[src/rtl/cbus_arbiter.sv]
// cbus_arbiter: hands the shared memory-side cache bus to one requester for a whole burst.
// Build option: define CBUS_ARB_ROUND_ROBIN_EN for round-robin; default is lowest-index-wins.
package cbus_pkg;
   typedef enum logic [3:0] {
      MLEN1  = 4'd0,
      MLEN2  = 4'd1,
      MLEN4  = 4'd3,
      MLEN8  = 4'd7,
      MLEN16 = 4'd15
   } cbus_len_t;

   typedef struct packed {
      logic        valid;
      logic        is_write;
      logic [2:0]  size;
      logic [31:0] addr;
      logic [3:0]  strobe;
      logic [31:0] data;
      cbus_len_t   len;
      logic        burst;
   } cbus_req_t;

   typedef struct packed {
      logic        ready;
      logic        last;
      logic [31:0] data;
   } cbus_resp_t;

   localparam int REQ_W  = $bits(cbus_req_t);
   localparam int RESP_W = $bits(cbus_resp_t);
endpackage

module cbus_arbiter
   import cbus_pkg::*;
#(
   parameter int NUM_INPUTS = 2
) (
   input  logic                              clk,
   input  logic                              reset,
   input  logic [NUM_INPUTS-1:0][REQ_W-1:0]  ireqs,
   output logic [NUM_INPUTS-1:0][RESP_W-1:0] iresps,
   output logic [REQ_W-1:0]                  oreq,
   input  logic [RESP_W-1:0]                 oresp
);
   localparam int GRANT_W = (NUM_INPUTS > 1) ? $clog2(NUM_INPUTS) : 1;

   typedef enum logic {IDLE, BUSY} state_t;

   state_t                state_q, state_d;
   logic [GRANT_W-1:0]    grant_q, grant_d;
   logic [GRANT_W-1:0]    win_idx;
   logic [NUM_INPUTS-1:0] req_valid;
   logic [NUM_INPUTS-1:0] pick_vec;
   logic                  any_valid;
   logic                  resp_ready;
   logic                  resp_last;

   // valid and ready/last are the leading fields of their packed structs
   assign resp_ready = oresp[RESP_W-1];
   assign resp_last  = oresp[RESP_W-2];
   assign any_valid  = |req_valid;

   for (genvar gi = 0; gi < NUM_INPUTS; gi++) begin : g_valid
      assign req_valid[gi] = ireqs[gi][REQ_W-1];
   end

`ifdef CBUS_ARB_ROUND_ROBIN_EN
   logic [GRANT_W-1:0]    last_grant_q, last_grant_d;
   logic [NUM_INPUTS-1:0] above_last;

   // Inputs strictly above the last winner get first pick; otherwise wrap to the bottom.
   for (genvar gi = 0; gi < NUM_INPUTS; gi++) begin : g_above
      assign above_last[gi] = req_valid[gi] && (GRANT_W'(gi) > last_grant_q);
   end

   assign pick_vec     = (|above_last) ? above_last : req_valid;
   assign last_grant_d = (state_q == IDLE && any_valid) ? win_idx : last_grant_q;

   always_ff @(posedge clk) begin
      if (reset) begin
         last_grant_q <= '0;
      end else begin
         last_grant_q <= last_grant_d;
      end
   end
`else
   assign pick_vec = req_valid;
`endif

   always_comb begin
      win_idx = '0;
      for (int j = NUM_INPUTS - 1; j >= 0; j--) begin
         if (pick_vec[j]) begin
            win_idx = GRANT_W'(j);
         end
      end
   end

   always_comb begin
      state_d = state_q;
      grant_d = grant_q;
      oreq    = '0;
      iresps  = '0;
      case (state_q)
         IDLE: begin
            if (any_valid) begin
               state_d = BUSY;
               grant_d = win_idx;
            end
         end
         BUSY: begin
            oreq            = ireqs[grant_q];
            iresps[grant_q] = oresp;
            if (resp_ready && resp_last) begin
               state_d = IDLE;
            end
         end
         default: state_d = IDLE;
      endcase
   end

   always_ff @(posedge clk) begin
      if (reset) begin
         state_q <= IDLE;
         grant_q <= '0;
      end else begin
         state_q <= state_d;
         grant_q <= grant_d;
      end
   end
endmodule

[config.mk]
export PLATFORM = sky130hd
export DESIGN_NAME = cbus_arbiter
export DESIGN_NICKNAME = d
export VERILOG_FILES = /design/src/rtl/cbus_arbiter.sv
export SDC_FILE = /design/constraint.sdc
export NUM_CORES = 1
export LEC_CHECK = 0
export BUFFER_PORTS_ARGS = -buffer_cell sky130_fd_sc_hd__clkbuf_2
export CORE_AREA = 2 2 130 132
export DETAILED_ROUTE_END_ITERATION = 12
export DIE_AREA = 0 0 132 134
export HOLD_SLACK_MARGIN = 0.15
export PLACE_DENSITY = 0.49
export SYNTH_ARGS = -nofsm -noshare
export SYNTH_HDL_FRONTEND = slang
export SYNTH_SLANG_ARGS = --single-unit
[constraint.sdc]
create_clock -name clk -period 2.15 [get_ports clk]
set_input_delay 0 -clock clk [delete_from_list [all_inputs] [get_ports clk]]
set_output_delay 0 -clock clk [all_outputs]
set_load 0.01 [all_outputs]
* Word-level counts from Yosys, hierarchy flattened
Index checks and enable logic that the tools add are counted.
Storage, ports and cells: flip-flop bits (word level) 2, bits of input ports 192, logic and storage cells 21
Cells by class: magnitude comparators 2, mux-type cells 11, bitwise gates (word level) 2, reductions and logical operators 4
Operators by type and width (number):
- 78-bit 2-to-1 mux | 3
- 68-bit AND | 1
- 68-bit 2-to-1 mux | 1
- 34-bit demux with 1-bit select | 1
- 34-bit 2-to-1 mux | 1
- 1-bit 2-to-1 mux | 4
- 1-bit logical AND | 2
- 1-bit by 2-bit less-than comparator with 1-bit output, second input constant | 1
- 1-bit one-hot mux with 2 select lines | 1
- 2-bit AND reduction | 1
- 2-bit OR reduction | 1
- 1-bit greater-or-equal comparator, second input constant | 1
- 1-bit inverter | 1

* Logic depth before layout (Yosys ltp)
Gate-level depths: netlist of run 1.
word-level depth 6, depth in mapped cells 5

* Worst setup path before layout of run 1
OpenSTA, ideal clock, no wires.
kind register to output, start register grant_q, end output oreq[30], arrival 0.984 ns, path slack 1.166 ns, cell stages (with the launch flop) 6, cells stage by stage dfxtp_1 > buf_4 > buf_8 > buf_12 > mux2i_1 > nor2_1
On the way: longest elaborated chain between the ends 3
RTL lines:
- from (decl) | RTL line 50 | logic [GRANT_W-1:0] grant_q, grant_d;
- from (signal assigned) | RTL line 128 | grant_q <= grant_d;
- 78-bit 2-to-1 mux (not written as such) (2 in a row) | RTL line 112 | oreq = ireqs[grant_q];
- 78-bit 2-to-1 mux | RTL line 104 | case (state_q)
- to (decl) | RTL line 42 | output logic [REQ_W-1:0] oreq,
Every way passes these cells. The select of a mux whose other input is x is not followed.

* Final worst setup path of run 1
start register state_q, end register state_q
On the way: longest elaborated chain between the ends 2
RTL lines:
- from (decl) | RTL line 49 | state_t state_q, state_d;
- from (signal assigned) | RTL line 127 | state_q <= state_d;
- 1-bit inverter (no source line)
- 1-bit one-hot mux with 2 select lines (*) | RTL line 104
Mark *: on every way between the ends. The rest lies on a longest branch, timed or not. A chain may end at the register's enable or synchronous reset.

==> results of run 1 <==
cell type report:
cell class              count  area, µm²  area share [%]
repair buffers            352       1824           48.37
well taps                 220      275.3           7.299
inverters                   2      7.507          0.1991
clock buffers               4      78.83           2.090
flip-flops and latches      2      43.79           1.161
multi-input cells         229       1541           40.88
cell usage in the layout, fill, tap and decap left out, drive strengths merged:
master       synthesis  layout
buf                 14      10
dlygate4sd3          0       5
mux2i               78      78
nor3                 1       1
and2                34      34
nor2                78      78
nand2b               1       1
inv                  2       2
nor2b                1       1
a221oi               1       1
and3                34      34
clkbuf              14     341
a311oi               1       1
dfxtp                2       2
path summary, 6_finish.rpt:
path	slack (ns)	end
min	0.31	iresps[19]
max reg2reg	0.21	state_q$_SDFF_PP0_
min reg2reg	0.79	grant_q$_SDFFE_PP0P_
max	0.21	state_q$_SDFF_PP0_
worst max-delay path, delay by kind of cell, from the launching register on:
family / cells / cell delay [ns]
flip-flops: 1 / 0.71
AND/OR/NAND/NOR: 1 / 0.08
AO/OA/AOI/OAI: 1 / 0.20
buffers and inverters: 2 / 0.90
power groups by stage:
stage / Combinational (mW) / Sequential [mW] / Clock, mW
3_3_place_gp: 0.750 / 0.0712 / 0
6_report: 0.753 / 0.0704 / 0.289
4_1_cts: 0.760 / 0.0710 / 0.296
3_5_place_dp: 0.748 / 0.0714 / 0
5_1_grt: 0.824 / 0.0740 / 0.297
2_1_floorplan: 0.414 / 0.0420 / 0
through the flow:
stage | area (µm²) | setup WS [ns]
after CTS | 3771 | 0.1982
after floorplan | 1789 | 1.166
final | 3771 | 0.2055
after global routing | 3771 | 0.1083
after global placement | 3642 | 0.5323
after detailed placement | 3642 | 0.5062
registers in the layout, summed over array words and instances, names as in the netlist:
signal,flops
grant_q,1
state_q,1
layer usage:
layer / vias to the layer above / global-route usage (%) / routed length (µm)
met4: 0 / 0.6039 / 0
met5: - / 0 / 0
met3: 0 / 1.738 / 744
met1: 1279 / 11.07 / 3810
li1: 1532 / - / -
met2: 156 / 18.29 / 5016
repair_timing:
action	4_1_cts	5_1_grt
hold endpoints to repair	2	0
hold buffers	5	0
setup buffers	0	0
kinds of logic (layout without fill, tap and decap cells):
group	after synthesis	after routing	synth area share, %
and+or+nand+nor	149	149	41.54
muxes	78	78	43.64
buffers and inverters	30	358	11.61
AOI/OAI and AO/OA	2	2	0.9792
DFF	2	2	2.238
==> flow_metrics.env, run 1 <==
export IMPL_critPathRequiredTime_ns=2.31
export IMPL_synth_top_area_share_pct=43.64
export IMPL_die_w_um=132
export IMPL_die_area_um2=17690
export IMPL_synth_edf_count=0
export IMPL_r2r_cells=4
export IMPL_drtIter0Drc=112
export IMPL_dpl_hpwl_um=8111
export IMPL_rsz0062_at_grt="no"
export IMPL_startpoint_type="flip-flop"
export IMPL_outcome="complete, no violations"
export IMPL_htree_levels=1
export IMPL_hp_class="primary input to primary output"
export IMPL_crit_chain="buf_4, nor3_1, a311oi_1, dlygate4sd3_1"
export IMPL_postSynthCellCount=261
export IMPL_synth_ff_latch_count=2
export IMPL_timing_rr_start="state_q$_SDFF_PP0_"
export IMPL_yosys_top_cells_count="mux2i_1 (78), nor2_1 (78), and2_1 (34), and3_1 (34), clkbuf_1 (13)"
export IMPL_initial_core_util_pct=10.98
export IMPL_grt_total_usage_pct=9.387
export IMPL_final_hold_violation_count=0
export IMPL_grt_pass1_wl_um=14010
export IMPL_yosysWarningCount=0
export IMPL_p_int_mw=0.6663
export IMPL_layout_min_cycle_time_ns=1.945
export IMPL_ir_drop_mv=0.3077
export IMPL_ys_seq_area_share_pct=2.238
export IMPL_yosysUniqueCellTypes=19
export IMPL_fmax_mhz=514.3
export IMPL_routed_via_density=3.667
export IMPL_startpoint="state_q$_SDFF_PP0_"
export IMPL_fin_worst_skew_ns=0.002885
export IMPL_worst_pin_slew_ns=0.6533
export IMPL_min_path_cells=3
export IMPL_cts_resized=0
export IMPL_max_slew_margin_pct=56.45
export IMPL_num_vias=2967
export IMPL_drt_wl_total_um=9571
export IMPL_grt_pass1_vias=2736
export IMPL_finalPower_mw=1.112
export IMPL_place_inst=800
export IMPL_drive_gt1_share_pct=59.93
export IMPL_p_clk_share_pct=26.0
export IMPL_grt_max_degree=50
export IMPL_drc=0
export IMPL_synthesis_nets=453
export IMPL_port_buffers=337
export IMPL_leakagePower_nw=2.263
export IMPL_wl_per_cell_um=11.83
export IMPL_numClockSinks=2
export IMPL_crit_path_end_kind="flip-flop"
export IMPL_maxSlewViolCount=0
export IMPL_swShare_pct=40.09
export IMPL_grt_overflow=0
export IMPL_utilization_pct=23.15
export IMPL_max_cap_violations=0
export IMPL_clk_latency_ns=0.22
export IMPL_antenna_found_initial=0
export IMPL_cts_buffers=3
export IMPL_syn_to_final_growth_pct=110.8
export IMPL_crit_arrival_ns=2.10
export IMPL_tritoncts="built"
export IMPL_syn_area_um2=1789
export IMPL_power_switching_mw=0.4458
export IMPL_crit_slowest_cell="dfxtp_1"
export IMPL_finalCritPeriodShare_pct=90.44
export IMPL_cts_path_max_buffers=2
export IMPL_tns_ns=0
export IMPL_hold_ws_ns=0.3089
export IMPL_gp_congestion=0.7418
export IMPL_syn_avg_cell_area_um2=6.855
export IMPL_cts_root_buf="clkbuf_16"
export IMPL_die_h_um=134
export IMPL_yosysTopAreaCell="mux2i_1"
export IMPL_layout_cells_non_filler=809
export IMPL_pwr_share_seq_pct=6.3
export IMPL_clk_pin_slew_worst_paths_ns=0.03
export IMPL_synth_area_top_cells="mux2i_1 (44%), nor2_1 (16%), and2_1 (12%)"
export IMPL_fillers=1845
export IMPL_core_area_um2=16290
export IMPL_power_frac_comb_pct=67.7
export IMPL_antenna_left=0
export IMPL_io_pins=338
export IMPL_cp_max_fo=22
export IMPL_n_antenna_cell=0
export IMPL_crit_type="flip-flop to flip-flop"
export IMPL_worstHoldStart="oresp[19]"
export IMPL_synth_flop_cell="dfxtp_1"
export IMPL_first_pass_iters=4
export IMPL_finalSetupViolations=0
export IMPL_async_reset_ff_share_pct=0
export IMPL_power_density_nw_per_um2=294.9
export IMPL_max_stage_delay_ns=0.71
export IMPL_final_nets=782
export IMPL_num_rows=47
(Power assumes the default switching activity.)
==> inputs of run 2 (changes only) <==
--- a/config.mk
+++ b/config.mk
@@ -5,12 +5,13 @@
 export SDC_FILE = /design/constraint.sdc
 export NUM_CORES = 1
 export LEC_CHECK = 0
-export BUFFER_PORTS_ARGS = -buffer_cell sky130_fd_sc_hd__clkbuf_2
+export BUFFER_PORTS_ARGS = -buffer_cell sky130_fd_sc_hd__buf_4
 export CORE_AREA = 2 2 130 132
 export DETAILED_ROUTE_END_ITERATION = 12
 export DIE_AREA = 0 0 132 134
 export HOLD_SLACK_MARGIN = 0.15
 export PLACE_DENSITY = 0.49
+export RECOVER_POWER = 50
 export SYNTH_ARGS = -nofsm -noshare
 export SYNTH_HDL_FRONTEND = slang
 export SYNTH_SLANG_ARGS = --single-unit
==> run 2 against run 1 <==
  * Via count rose by 2.8%
  * Largest power group unchanged
  * Sequential share of layout area fell by 0.16 points
  * Highest routed layer is now met4
  * Clock power barely moved
  * Flip-flop and latch count is the same
  * Maximum frequency rose by 2.8%
  * Combinational power rose by 19%
  * Non-clock buffer count decreased by 2
==> flow_metrics.env, run 2 (synthesis results as in run 1) <==
export IMPL_wl_per_cell_um=13.57
export IMPL_cts_root_buf="clkbuf_16"
export IMPL_crit_type="flip-flop to flip-flop"
export IMPL_tns_ns=0
export IMPL_tritoncts="built"
export IMPL_reg2reg_to="grant_q$_SDFFE_PP0P_"
export IMPL_cts_resized=0
export IMPL_crit_chain="inv_1, buf_4, a221oi_1, dlygate4sd3_1"
export IMPL_startpoint_type="flip-flop"
export IMPL_max_cap_violations=0
export IMPL_fillers=1841
export IMPL_ir_drop_mv=0.4425
export IMPL_grt_overflow=0
export IMPL_die_h_um=134
export IMPL_core_area_um2=16290
export IMPL_layout_commonest_cell="buf_4"
export IMPL_first_pass_iters=4
export IMPL_final_nets=780
export IMPL_layout_min_cycle_time_ns=1.892
export IMPL_num_vias=3050
export IMPL_drtIter0Drc=99
export IMPL_crit_path_end_kind="flip-flop"
export IMPL_cts_path_max_buffers=2
export IMPL_drive_gt1_share_pct=48.21
export IMPL_cp_max_fo=46
export IMPL_max_slew_margin_pct=50.06
export IMPL_leakagePower_nw=2.215
export IMPL_grt_total_usage_pct=10.95
export IMPL_finalCritPeriodShare_pct=88.01
export IMPL_htree_levels=1
export IMPL_min_path_cells=3
export IMPL_r2r_cells=4
export IMPL_max_stage_delay_ns=0.58
export IMPL_num_rows=47
export IMPL_final_cell_mix="buf_4 (276), mux2i_1 (78), nor2_1 (78), clkbuf_1 (69)"
export IMPL_grt_pass1_vias=3004
export IMPL_crit_slowest_cell="dfxtp_1"
export IMPL_routed_via_density=3.779
export IMPL_r2r_setup_slack_ns=0.26
export IMPL_power_density_nw_per_um2=287.6
export IMPL_critPathRequiredTime_ns=2.31
export IMPL_final_hold_violation_count=0
export IMPL_die_area_um2=17690
export IMPL_worstHoldStart="oresp[9]"
export IMPL_die_w_um=132
export IMPL_grt_max_degree=47
export IMPL_antenna_found_initial=0
export IMPL_initial_core_util_pct=10.98
export IMPL_dpl_hpwl_um=9162
export IMPL_drt_wl_total_um=10950
export IMPL_gp_congestion=0.8934
export IMPL_timing_rr_start="state_q$_SDFF_PP0_"
export IMPL_antenna_left=0
export IMPL_post_cts_setup_buffer_count=0
export IMPL_clk_pin_slew_worst_paths_ns=0.03
export IMPL_syn_to_final_growth_pct=143.4
export IMPL_whs_endpoint="iresps[9]"
export IMPL_finalSetupViolations=0
export IMPL_port_buffers=337
export IMPL_worst_pin_slew_ns=0.7491
export IMPL_finalPower_mw=1.252
export IMPL_clk_latency_ns=0.22
export IMPL_fin_worst_skew_ns=0.005080
export IMPL_maxSlewViolCount=0
export IMPL_crit_arrival_ns=2.05
export IMPL_fmax_mhz=528.5
export IMPL_hp_class="primary input to primary output"
export IMPL_ctsHoldBuffers=4
export IMPL_numClockSinks=2
export IMPL_cts_buffers=3
export IMPL_grt_pass1_wl_um=16040
export IMPL_rsz0062_at_grt="no"
export IMPL_drc=0
export IMPL_io_pins=338
export IMPL_hold_ws_ns=0.2927
export IMPL_outcome="complete, no violations"
export IMPL_n_antenna_cell=0
export IMPL_reg_largest_list="grant_q: 1 flops, state_q: 1 flops"
[run 2: cell types whose count changed in the layout (fill, tap and decap cells not counted)]
cell	previous run	this run
buf_12	1	2
clkbuf_1	1	69
inv_1	1	2
buf_4	9	276
clkbuf_2	337	0
dlygate4sd3_1	5	4
inv_2	1	0
[run 2: metrics by stage]
stage	cells	utilization (%)	setup WS, ns	instance area (µm²)
6_report	807	26.73	0.2577	4354
5_1_grt	807	26.73	0.1060	4354
4_1_cts	807	28.30	0.2638	4609
3_5_place_dp	799	27.57	0.5791	4491
3_3_place_gp	799	27.57	0.6426	4491
2_1_floorplan	261	-	1.166	1789
[run 2: area by class of cell]
type / instances / area [µm²] / area share (%)
clock buffers: 4 / 78.83 / 1.810
inverters: 2 / 7.507 / 0.1724
multi-input cells: 229 / 1541 / 35.40
flip-flops and latches: 2 / 43.79 / 1.006
well taps: 220 / 275.3 / 6.322
repair buffers: 350 / 2407 / 55.29
[run 2: worst max-delay path, delay by kind of cell (launching register included)]
| kind | cells | cell delay [ns] |
|---|---|---|
| compound gates | 1 | 0.29 |
| buf+inv | 3 | 0.96 |
| flops | 1 | 0.58 |
[run 2: routing by layer]
layer / vias to the layer above / share of wire, % / GRT usage, % / wire (µm)
li1: 1528 / - / - / -
met1: 1360 / 39 / 12.35 / 4256
met2: 156 / 53 / 21.53 / 5851
met3: 6 / 7.0 / 2.230 / 769
met4: 0 / 0.69 / 1.510 / 76
met5: - / 0 / 0 / 0
[run 2: report_power, final]
group | switching [mW] | total (mW) | internal [mW]
clock network | 0.0431 | 0.287 | 0.244
registers | 0.0263 | 0.0663 | 0.0401
logic | 0.384 | 0.899 | 0.515
[run 2: worst max path at each step]
| stage | slack [ns] | cells past startpoint | end | from |
|---|---|---|---|---|
| final | 0.26 | 4 | grant_q$_SDFFE_PP0P_ | state_q$_SDFF_PP0_ |
| after global routing | 0.11 | 4 | grant_q$_SDFFE_PP0P_ | state_q$_SDFF_PP0_ |
| after detailed placement | 0.58 | 3 | iresps[30] | state_q$_SDFF_PP0_ |
| after global placement | 0.64 | 3 | iresps[30] | state_q$_SDFF_PP0_ |
| after CTS | 0.26 | 4 | grant_q$_SDFFE_PP0P_ | state_q$_SDFF_PP0_ |
| after floorplan | 1.17 | 5 | oreq[30] | grant_q$_SDFFE_PP0P_ |
==> inputs of run 3 (changes only) <==
==> config.mk (replaced) <==
export PLATFORM = sky130hd
export DESIGN_NAME = cbus_arbiter
export DESIGN_NICKNAME = d
export VERILOG_FILES = /design/src/rtl/cbus_arbiter.sv
export SDC_FILE = /design/constraint.sdc
export NUM_CORES = 1
export LEC_CHECK = 0
export CORE_AREA = 2 2 131 133
export CTS_BUF_LIST = sky130_fd_sc_hd__clkbuf_8
export DETAILED_ROUTE_END_ITERATION = 12
export DIE_AREA = 0 0 133 135
export DONT_BUFFER_PORTS = 1
export HOLD_SLACK_MARGIN = 0.15
export PLACE_DENSITY = 0.31
export RECOVER_POWER = 50
export SYNTH_ARGS = -nofsm -noshare
export SYNTH_HDL_FRONTEND = slang
export SYNTH_SLANG_ARGS = --single-unit
==> run 3 against run 2 <==
  * Flip-flop and latch count unchanged
  * Critical path depth unchanged
  * Critical endpoint unchanged
  * First-iteration DRC count down 37%
  * Largest power group unchanged
  * Largest cell class is now multi-input gates
==> flow_metrics.env, run 3 (synthesis results as in run 1) <==
export IMPL_drtIter0Drc=62
export IMPL_power_frac_comb_pct=69.6
export IMPL_outcome="complete, no violations"
export IMPL_antenna_left=0
export IMPL_clk_latency_ns=0.21
export IMPL_crit_slowest_cell="dfxtp_1"
export IMPL_port_buffers=0
export IMPL_grt_pass1_vias=1750
export IMPL_cts_buffers=3
export IMPL_drc=0
export IMPL_fillers=1890
export IMPL_gp_congestion=0.7035
export IMPL_cp_max_fo=42
export IMPL_r2r_cells=4
export IMPL_routed_via_density=4.064
export IMPL_drt_wl_total_um=7263
export IMPL_num_vias=1967
export IMPL_clk_pin_slew_worst_paths_ns=0.03
export IMPL_first_pass_iters=4
export IMPL_max_slew_margin_pct=34.79
export IMPL_fmax_mhz=510.4
export IMPL_grt_max_degree=63
export IMPL_r2r_setup_slack_ns=0.19
export IMPL_layout_min_cycle_time_ns=1.959
export IMPL_final_hold_violation_count=0
export IMPL_p_clk_share_pct=22.7
export IMPL_crit_arrival_ns=2.11
export IMPL_cts_path_max_buffers=2
export IMPL_grt_overflow=0
export IMPL_finalSetupViolations=0
export IMPL_reg2reg_to="grant_q$_SDFFE_PP0P_"
export IMPL_critPathRequiredTime_ns=2.30
export IMPL_grt_pass1_wl_um=8694
export IMPL_crit_chain="inv_2, buf_4, a221oi_1, dlygate4sd3_1"
export IMPL_htree_levels=1
export IMPL_whs_endpoint="iresps[3]"
export IMPL_power_switching_mw=0.3325
export IMPL_drive_gt1_share_pct=7.576
export IMPL_crit_type="flip-flop to flip-flop"
export IMPL_tritoncts="built"
export IMPL_n_antenna_cell=0
export IMPL_wl_per_cell_um=15.01
export IMPL_antenna_found_initial=0
export IMPL_die_h_um=135
export IMPL_maxSlewViolCount=0
export IMPL_ir_drop_mv=0.3090
export IMPL_die_area_um2=17960
export IMPL_finalCritPeriodShare_pct=91.13
export IMPL_cp_num_buf_inv=3
export IMPL_worst_pin_slew_ns=0.9781
export IMPL_power_density_nw_per_um2=312.5
export IMPL_finalPower_mw=0.6718
export IMPL_final_cell_mix="mux2i_1 (78), nor2_1 (78), and3_1 (34), and2_1 (34), dlygate4sd3_1 (12)"
export IMPL_grt_total_usage_pct=6.080
export IMPL_cts_root_buf="clkbuf_8"
export IMPL_core_area_um2=16410
export IMPL_timing_rr_start="state_q$_SDFF_PP0_"
export IMPL_syn_to_final_growth_pct=20.14
export IMPL_critical_path_top_delay_family="buffers and inverters"
export IMPL_tns_ns=0
export IMPL_max_cap_violations=0
export IMPL_io_pins=338
export IMPL_dpl_hpwl_um=5996
export IMPL_crit_path_end_kind="flip-flop"
export IMPL_reg_largest_list="grant_q: 1 flops, state_q: 1 flops"
export IMPL_die_w_um=133
export IMPL_numClockSinks=2
export IMPL_leakagePower_nw=0.8526
export IMPL_hp_class="primary input to primary output"
export IMPL_p_int_mw=0.3393
export IMPL_cts_resized=0
export IMPL_startpoint_type="flip-flop"
export IMPL_pwr_share_seq_pct=7.7
export IMPL_num_rows=47
export IMPL_fin_worst_skew_ns=0.005453
export IMPL_swShare_pct=49.49
export IMPL_final_nets=457
export IMPL_min_path_cells=1
export IMPL_max_stage_delay_ns=0.65
export IMPL_hold_ws_ns=0.1491
export IMPL_rsz0062_at_grt="no"
export IMPL_worstHoldStart="oresp[3]"
export IMPL_post_cts_setup_buffer_count=0
export IMPL_initial_core_util_pct=10.91
-- run 3: changes by cell type in the layout (fill, tap and decap cells not counted), sizes merged --
cell,delta
buf,-266
clkbuf,-66
dlygate4sd3,+8
inv,+1
-- run 3: through the flow --
| step | utilization [%] | instance area (µm²) | setup WS, ns | instances |
|---|---|---|---|---|
| floorplan | - | 1789 | 1.166 | 261 |
| global placement | 12.15 | 1993 | 0.6975 | 468 |
| detailed placement | 12.15 | 1993 | 0.6456 | 468 |
| CTS | 13.09 | 2148 | 0.1673 | 483 |
| global route | 13.10 | 2150 | 0.04170 | 484 |
| finish | 13.10 | 2150 | 0.1906 | 484 |
-- run 3: area by class of cell --
class	count	area, µm²	area share (%)
inverters	2	7.507	0.3492
repair buffers	27	236.5	11.00
multi-input cells	229	1541	71.71
well taps	220	275.3	12.81
clock inverters	1	3.754	0.1746
clock buffers	3	41.29	1.921
flip-flops and latches	2	43.79	2.037
-- run 3: worst max path at each step --
stage / start / endpoint / cells past startpoint
CTS: state_q$_SDFF_PP0_ / grant_q$_SDFFE_PP0P_ / 4
floorplan: grant_q$_SDFFE_PP0P_ / oreq[30] / 5
finish: state_q$_SDFF_PP0_ / grant_q$_SDFFE_PP0P_ / 4
global placement: state_q$_SDFF_PP0_ / state_q$_SDFF_PP0_ / 3
global route: grant_q$_SDFFE_PP0P_ / oreq[29] / 4
detailed placement: state_q$_SDFF_PP0_ / iresps[13] / 2
-- run 3: power groups by stage --
| stage | combinational [mW] | clock [mW] | sequential [mW] |
|---|---|---|---|
| after floorplan | 0.414 | 0 | 0.0420 |
| after global placement | 0.452 | 0 | 0.0508 |
| after detailed placement | 0.455 | 0 | 0.0520 |
| after CTS | 0.473 | 0.157 | 0.0516 |
| after global routing | 0.502 | 0.160 | 0.0526 |
| final | 0.468 | 0.153 | 0.0516 |
-- run 3: routing by layer --
| layer | track usage, % | vias up | part of all wire (%) |
|---|---|---|---|
| met4 | 2.210 | 0 | 1.6 |
| met1 | 6.033 | 895 | 34 |
| met2 | 12.78 | 177 | 55 |
| met5 | 0 | - | 0 |
| li1 | - | 887 | - |
| met3 | 0.6757 | 8 | 9.4 |
-- run 3: what timing repair did --
action	in CTS	in global routing
setup endpoints to repair	0	0
hold buffers	11	1
hold endpoints to repair	9	1
